--- src/rtl/data_mem_arbiter.sv ---
// data_mem_arbiter: round-robin arbiter with bounded lock sharing one single-port data memory
// between two requesters, with registered read return and out-of-range error.
module data_mem_arbiter #(
    parameter int ADDR_W   = 16,
    parameter int DATA_W   = 16,
    parameter int DEPTH    = 128,
    parameter int LOCK_MAX = 4
) (
    input  logic              clk,
    input  logic              rst_n,
    input  logic              m0_req_i,
    input  logic              m0_we_i,
    input  logic              m0_lock_i,
    input  logic [ADDR_W-1:0] m0_addr_i,
    input  logic [DATA_W-1:0] m0_wdata_i,
    output logic              m0_gnt_o,
    output logic              m0_rvalid_o,
    output logic [DATA_W-1:0] m0_rdata_o,
    output logic              m0_err_o,
    input  logic              m1_req_i,
    input  logic              m1_we_i,
    input  logic              m1_lock_i,
    input  logic [ADDR_W-1:0] m1_addr_i,
    input  logic [DATA_W-1:0] m1_wdata_i,
    output logic              m1_gnt_o,
    output logic              m1_rvalid_o,
    output logic [DATA_W-1:0] m1_rdata_o,
    output logic              m1_err_o,
    output logic [ADDR_W-1:0] mem_addr_o,
    output logic [DATA_W-1:0] mem_wdata_o,
    output logic              mem_write_o,
    output logic              mem_read_o,
    input  logic [DATA_W-1:0] mem_rdata_i
);
    typedef enum logic [1:0] {ARB, LOCK0, LOCK1} state_t;
    localparam int CW = $clog2(LOCK_MAX + 1);
    localparam logic [ADDR_W:0] DEPTH_V = (ADDR_W + 1)'(DEPTH);

    state_t            state_q, state_d;
    logic              rr_q, rr_d;
    logic [CW-1:0]     cnt_q, cnt_d;
    logic              g0, g1, any, we, lk, oor, owner;
    logic [ADDR_W-1:0] addr;
    logic [DATA_W-1:0] wdata;
    logic              rvalid0_q, rvalid1_q, err0_q, err1_q;
    logic [DATA_W-1:0] rdata0_q, rdata1_q;

    always_ff @(posedge clk or negedge rst_n) begin
        if (!rst_n) begin
            state_q <= ARB;
            rr_q    <= 1'b0;
            cnt_q   <= '0;
        end else begin
            state_q <= state_d;
            rr_q    <= rr_d;
            cnt_q   <= cnt_d;
        end
    end

    // rr_q names the port that wins the next tie in ARB
    always_comb begin
        state_d = state_q;
        rr_d    = rr_q;
        cnt_d   = cnt_q;
        owner   = (state_q == LOCK1);
        if (state_q == ARB) begin
            if (any) begin
                rr_d = ~g1;
                if (lk && LOCK_MAX > 1) begin
                    state_d = g1 ? LOCK1 : LOCK0;
                    cnt_d   = CW'(1);
                end
            end
        end else if (!any || !lk || cnt_q == CW'(LOCK_MAX - 1)) begin
            state_d = ARB;
            rr_d    = ~owner;
            cnt_d   = '0;
        end else begin
            cnt_d = cnt_q + CW'(1);
        end
    end

    always_comb begin
        g0 = 1'b0;
        g1 = 1'b0;
        if (rst_n) begin
            case (state_q)
                LOCK0:   g0 = m0_req_i;
                LOCK1:   g1 = m1_req_i;
                default: begin
                    g0 = m0_req_i & (~m1_req_i | ~rr_q);
                    g1 = m1_req_i & (~m0_req_i | rr_q);
                end
            endcase
        end
    end

    assign any         = g0 | g1;
    assign addr        = g1 ? m1_addr_i : m0_addr_i;
    assign wdata       = g1 ? m1_wdata_i : m0_wdata_i;
    assign we          = g1 ? m1_we_i : m0_we_i;
    assign lk          = g1 ? m1_lock_i : m0_lock_i;
    assign oor         = {1'b0, addr} >= DEPTH_V;
    assign m0_gnt_o    = g0;
    assign m1_gnt_o    = g1;
    assign mem_addr_o  = any ? addr : '0;
    assign mem_wdata_o = any ? wdata : '0;
    assign mem_write_o = any & we & ~oor;
    assign mem_read_o  = any & ~we & ~oor;

    // out-of-range reads still complete with rvalid, but return zero
    always_ff @(posedge clk or negedge rst_n) begin
        if (!rst_n) begin
            rvalid0_q <= 1'b0;
            rvalid1_q <= 1'b0;
            err0_q    <= 1'b0;
            err1_q    <= 1'b0;
            rdata0_q  <= '0;
            rdata1_q  <= '0;
        end else begin
            rvalid0_q <= g0 & ~we;
            rvalid1_q <= g1 & ~we;
            err0_q    <= g0 & oor;
            err1_q    <= g1 & oor;
            rdata0_q  <= (g0 & ~we & ~oor) ? mem_rdata_i : '0;
            rdata1_q  <= (g1 & ~we & ~oor) ? mem_rdata_i : '0;
        end
    end

    assign m0_rvalid_o = rvalid0_q;
    assign m1_rvalid_o = rvalid1_q;
    assign m0_err_o    = err0_q;
    assign m1_err_o    = err1_q;
    assign m0_rdata_o  = rdata0_q;
    assign m1_rdata_o  = rdata1_q;
endmodule

--- config.mk ---
export PLATFORM = sky130hd
export DESIGN_NAME = data_mem_arbiter
export DESIGN_NICKNAME = d
export VERILOG_FILES = /design/src/rtl/data_mem_arbiter.sv
export SDC_FILE = /design/constraint.sdc
export NUM_CORES = 1
export LEC_CHECK = 0
export ABC_CLOCK_PERIOD_IN_PS = 6000
export CAP_MARGIN = 25
export CORE_ASPECT_RATIO = 1.5
export CORE_MARGIN = 4
export CORE_UTILIZATION = 36
export DETAILED_ROUTE_END_ITERATION = 6
export HOLD_SLACK_MARGIN = 0.15
export PLACE_DENSITY = 0.86
export SYNTH_ARGS = -nofsm -noshare
export SYNTH_HDL_FRONTEND = slang
export SYNTH_SLANG_ARGS = --single-unit
--- constraint.sdc ---
create_clock -name clk -period 6 [get_ports clk]
set_input_delay 1.2 -clock clk [delete_from_list [all_inputs] [get_ports clk]]
set_output_delay 1.2 -clock clk [all_outputs]
set_load 0.005 [all_outputs]
* Yosys cells after proc, flatten, opt, wreduce, memory -nomap -nowiden
Index checks and enable logic that the tools add are counted.
Word-level totals: bits in registers 42, input bits 88
Operators by class: $add $sub $neg 1, $lt $le $gt $ge 1, eq/ne operators 5, multiplexer cells 24, bitwise gates (word level) 22, reductions and logical operators 9
Operators by type and width (number):
- $mux 16 | 6
- $ge 16x8->1 const B | 1
- $and 1x1->1 | 12
- $mux 3 | 4
- $mux 2 | 5
- $mux 1 | 7
- $not 1->1 | 7
- $ne 2x2->1 const B | 2
- $pmux 1 s2 | 2
- $reduce_and 2->1 | 2
- $add 3x1->3 const B | 1
- $eq 3x2->1 const B | 1
- $or 1x1->1 | 3
- $reduce_and 3->1 | 1
- $eq 2x1->1 const B | 1
- $eq 2x2->1 const B | 1
- $logic_not 1->1 | 2
- $logic_not 2->1 | 1
- $logic_or 1x1->1 | 2
- $reduce_bool 2->1 | 1

* Longest topological paths before layout
word-level depth 11, depth in mapped cells 10, gate-level depth less buffers 8

* Worst setup path before layout
No wires, ideal clock.
kind input-to-output, from in m0_req_i, to out mem_wdata_o[10], arrival time 2478 ps, required time 4800 ps, setup slack 2322 ps, stages 6, buffers on the path 2, cell sequence nor3b_2 or3_4 buf_6 inv_4 clkbuf_1 a22o_1
Between the ends: word-level cells in the longest chain between the ends 7
Ends and longest elaborated chain:
- start, declared | line 11 | input logic m0_req_i,
- $not 1->1 * | line 92 | g1 = m1_req_i & (~m0_req_i | rr_q);
- $or 1x1->1 * | line 92
- $and 1x1->1 * | line 92
- $pmux 1 s2 * | line 87 | case (state_q)
- $mux 1 * | line 86 | if (rst_n) begin
- via m1_gnt_o | line 25 | output logic m1_gnt_o,
- $mux 16 / $or 1x1->1 (equally long branches) | line 100, 98
- $mux 16 * | line 107 | assign mem_wdata_o = any ? wdata : '0;
- end, declared | line 30 | output logic [DATA_W-1:0] mem_wdata_o,
The timed path passes the listed nets; every way through them passes the cells marked *.

* Worst setup path in the final report
from in m0_req_i, to out mem_addr_o[9]
Between the ends: word-level cells in the longest chain between the ends 7
Ends and longest elaborated chain:
- $not 1->1 | line 92
- $or 1x1->1 | line 92
- $and 1x1->1 | line 92
- $pmux 1 s2 | line 87
- $mux 1 | line 86
- $mux 16 / $or 1x1->1 (equally long branches) | line 99, 98
- $mux 16 * | line 106 | assign mem_addr_o = any ? addr : '0;
- end, declared | line 29 | output logic [ADDR_W-1:0] mem_addr_o,
Every way passes the cells marked *; elsewhere a longest branch is shown, timed or not.

==> reports/summary.md <==
The number of clock buffers inserted by TritonCTS is 5. The warning count from the yosys run came out at 0. Across the routed clock network, the largest skew measured is 0.0102 ns. The count of flip-flops with a built-in enable after synthesis was 0. The setup path with the least slack is of type in2out. The clock-pin slew reported for the worst setup and hold paths after clock tree synthesis was 0.08 ns. Port buffering added 159 buffers. The critical path startpoint category was an input pin. TritonCTS built the clock tree.

The area growth from synthesis to layout is 86.0%. In the synthesized netlist the dominant register cell turns out to be dfrtp_1. The total power density per cell area was 260 nW/um^2. The timing-limited maximum frequency came out at 201 MHz. The tools report the combinational power share as 45.7%.

The tools report the hold violation count in the final report as 0. The share of synthesized registers carrying an async set or reset is 100%. Setup total negative slack on the finished layout was measured at 0 ns. The maximum level of the CTS H-tree is 2, and the detailed-route via count is 2014. Subtracting the final worst setup slack from the clock period gives 4.98 ns. Yosys attributes the largest share of cell area to dfrtp_1 (52%), a22o_1 (14%), and2_1 (9.9%). Sequential cells burn 32.2% of the power.

The placer's final routability congestion estimate came out at 0.810. CTS saw 42 sinks. The net count after synthesis was 271; the net switching power was 286 uW. At the end of the flow, the number of nets in the layout was 429.

The run gives 0 as the total setup buffers inserted after CTS. Starting density of the core: 37.0%. The region available for standard cell placement spans 5490 sq um. dfrtp_1 takes more of the synthesized area than any other cell. The sequential cells in the finished layout cover a total of 1050 sq um. The final layout contains routed wiring with a total length of 6420 microns.

The flow ran to the end, and the final reports show no timing, DRC or antenna violations. After global routing the overflow that remains totals 0. In this run the worst path has a maximum fanout of 36. The clock tree buffer depth was 2; the arrival time of the worst setup path was 3.78 ns.

The number of core rows is 33. For this run, the total global-route usage over all layers was measured as 18.5%. The mapped netlist covers 2030 sq um. Setup violations remaining at the end of the flow were counted as 0. For this run, the share of the core covered by cells in the final layout is 68.8%. The average via count per standard cell was 4.96. The first routing iteration left 33 violations. The first detailed-routing pass ran for 3 iterations. The tools report the worst endpoint required time as 4.80 ns. In this run the worst hold path is classified as reg2reg. The number of DRC violations after detailed routing is 0. The tools report the post-synthesis cell type count as 39. Summed over its instances, the top area cell type makes up 51.8% of the synthesized netlist area. After layout, the worst path uses 83.0% of the clock period.

The logs give 0.28 ns for the clock latency at the later pin of the worst-skew pair and 417 for the total of fill cells in the finished design. The I/O pin count is 160, and the die boundary height is 100 microns. Summed over all nets, the half-perimeter wirelength after detailed placement is 5490 microns. The maximum number of pins on one net before global-route repair was 41. Headroom to the max-slew limit came out at 46.1%. The root buffer selected by CTS is clkbuf_8. The flop and latch count out of synthesis is 42.

The number of global-route vias before repair was 2175; the share of final-layout standard cells stronger than drive strength 1 was 6.25%. The share of the Yosys chip area taken by registers is 51.8%. In the final layout, the multi-input gates occupy 900 sq um. The internal portion of the total power is 696 uW.

The count of instances resized after the clock tree is built is 0, and the die width is 69.3 microns. The worst setup path is captured at an output port. After clock tree synthesis, the flow added hold-fix buffers numbering 0. In the final routed layout, each cell accounts on average for 15.8 microns. Setup repair after global routing left no endpoint under its margin. At the pin with the least slew margin, the transition time is 0.804 ns. The cell count after synthesis came out at 178.

The relative contribution of the clock network to total power is 22.1%. The count of nets left with antenna violations once routing finished came out at 0. In this run switching power makes up 29.1% of total power. Summed over all cells, the static leakage comes to 1.61 nW.

The maximum VDD drop is 0.000170 V, and the number of violations of the max-capacitance limit is 0. The first global-routing pass estimated 9980 microns of wire. The logs give 0 for the initial antenna violation count and 6930 sq um for the floorplan die area. For the number of antenna repair diodes, the log shows 0. The synthesized area per cell is 11.4 sq um. The number of pins with negative max-slew slack in the final report came out at 0.
Yosys cell counts, types with 3 or more instances:
library cell  count
nand3_1           4
nand2_1           9
nor3_1            3
clkbuf_1          4
inv_1             4
dfrtp_1          42
a22o_1           32
and2_1           32
nor2_1            8
buf_2             4
ha_1              5
per-stage QoR:
step	cell area, sq um	power, mW	worst slack, ns	hold slack, ns	instances
2_1_floorplan	2030	0.540	2.32	0.484	178
4_1_cts	3780	0.992	1.00	0.544	406
5_1_grt	3780	1.04	0.877	0.549	406
6_report	3780	0.983	1.02	0.549	406
3_5_place_dp	3660	0.771	1.01	0.525	399
3_3_place_gp	3660	0.763	1.08	0.523	399
state kept, by name, summed over array words and instances, names as in the netlist:
name / count
m0_rdata_o: 16
m1_rdata_o: 16
cnt_q: 3
state_q: 2
m0_err_o: 1
m0_rvalid_o: 1
m1_err_o: 1
m1_rvalid_o: 1
rr_q: 1
cells in the final DEF (no fill, tap or decap), types with 2 or more instances in the layout:
master | Yosys | final
nor2_1 | 8 | 7
and2_1 | 32 | 32
nor4_1 | 2 | 2
o21ai_1 | 2 | 2
buf_4 | 0 | 2
inv_1 | 4 | 4
nand2_1 | 9 | 9
clkbuf_8 | 0 | 6
a22o_1 | 32 | 32
nor3_1 | 3 | 3
dfrtp_1 | 42 | 42
nand3_1 | 4 | 4
clkdlybuf4s50_1 | 0 | 158
ha_1 | 5 | 5
path summary, 6_finish.rpt:
path                                         from                       to  slack (ns)  depth (start not counted)
max in group asynchronous                   rst_n    m0_rvalid_o$_DFF_PN0_        4.60                          2
max reg2reg                state_q[0]$_DFFE_PN0P_  m1_rdata_o[3]$_DFF_PN0_        3.59                          6
min                        state_q[0]$_DFFE_PN0P_   state_q[0]$_DFFE_PN0P_        0.55                          1
min in group asynchronous                   rst_n         rr_q$_DFFE_PN0P_        0.72                          1
max                                      m0_req_i            mem_addr_o[9]        1.02                          8
min reg2reg                state_q[0]$_DFFE_PN0P_   state_q[0]$_DFFE_PN0P_        0.55                          1
power groups by stage:
stage	Sequential [mW]	Clock, mW	Combinational [mW]
5_1_grt	0.319	0.231	0.490
4_1_cts	0.317	0.222	0.453
3_5_place_dp	0.322	0	0.449
3_3_place_gp	0.321	0	0.442
2_1_floorplan	0.320	0	0.220
6_report	0.317	0.217	0.449
cell families (layout without fill, tap and decap cells):
kind of cell / count (synthesis) / in the layout / share of synthesized area, %
AO/OA/AOI/OAI: 47 / 47 / 20.2
adder cells (fa/ha/maj): 5 / 5 / 3.08
buffers and inverters: 16 / 174 / 4.07
flip-flops: 42 / 42 / 51.8
multiplexers: 2 / 2 / 1.66
AND/OR/NAND/NOR: 66 / 66 / 19.2
worst max-delay path, cell delays in order:
cell,delay (ns)
clkdlybuf4s50_1,0.47
nor3b_2,0.22
or3_4,0.27
inv_4,0.16
nor2_2,0.45
buf_4,0.33
a22o_1,0.16
clkdlybuf4s50_1,0.51
final cells by class:
| type | instances | share of cell area (%) |
|---|---|---|
| Clock inverter | 1 | 0.795 |
| Clock buffer | 6 | 2.19 |
| Sequential cell | 42 | 27.8 |
| Timing Repair Buffer | 161 | 42.4 |
| Multi-Input combinational cell | 120 | 23.8 |
| Inverter | 6 | 0.662 |
| Tap cell | 70 | 2.32 |
routing by layer:
layer | vias to the layer above | routed length, microns | GRT usage [%]
met5 | - | 0 | 0
li1 | 956 | - | -
met2 | 129 | 3400 | 35.4
met3 | 20 | 683 | 7.92
met4 | 0 | 280 | 10.7
met1 | 909 | 2050 | 15.6
No activity file was read; power rests on OpenSTA's default activity.
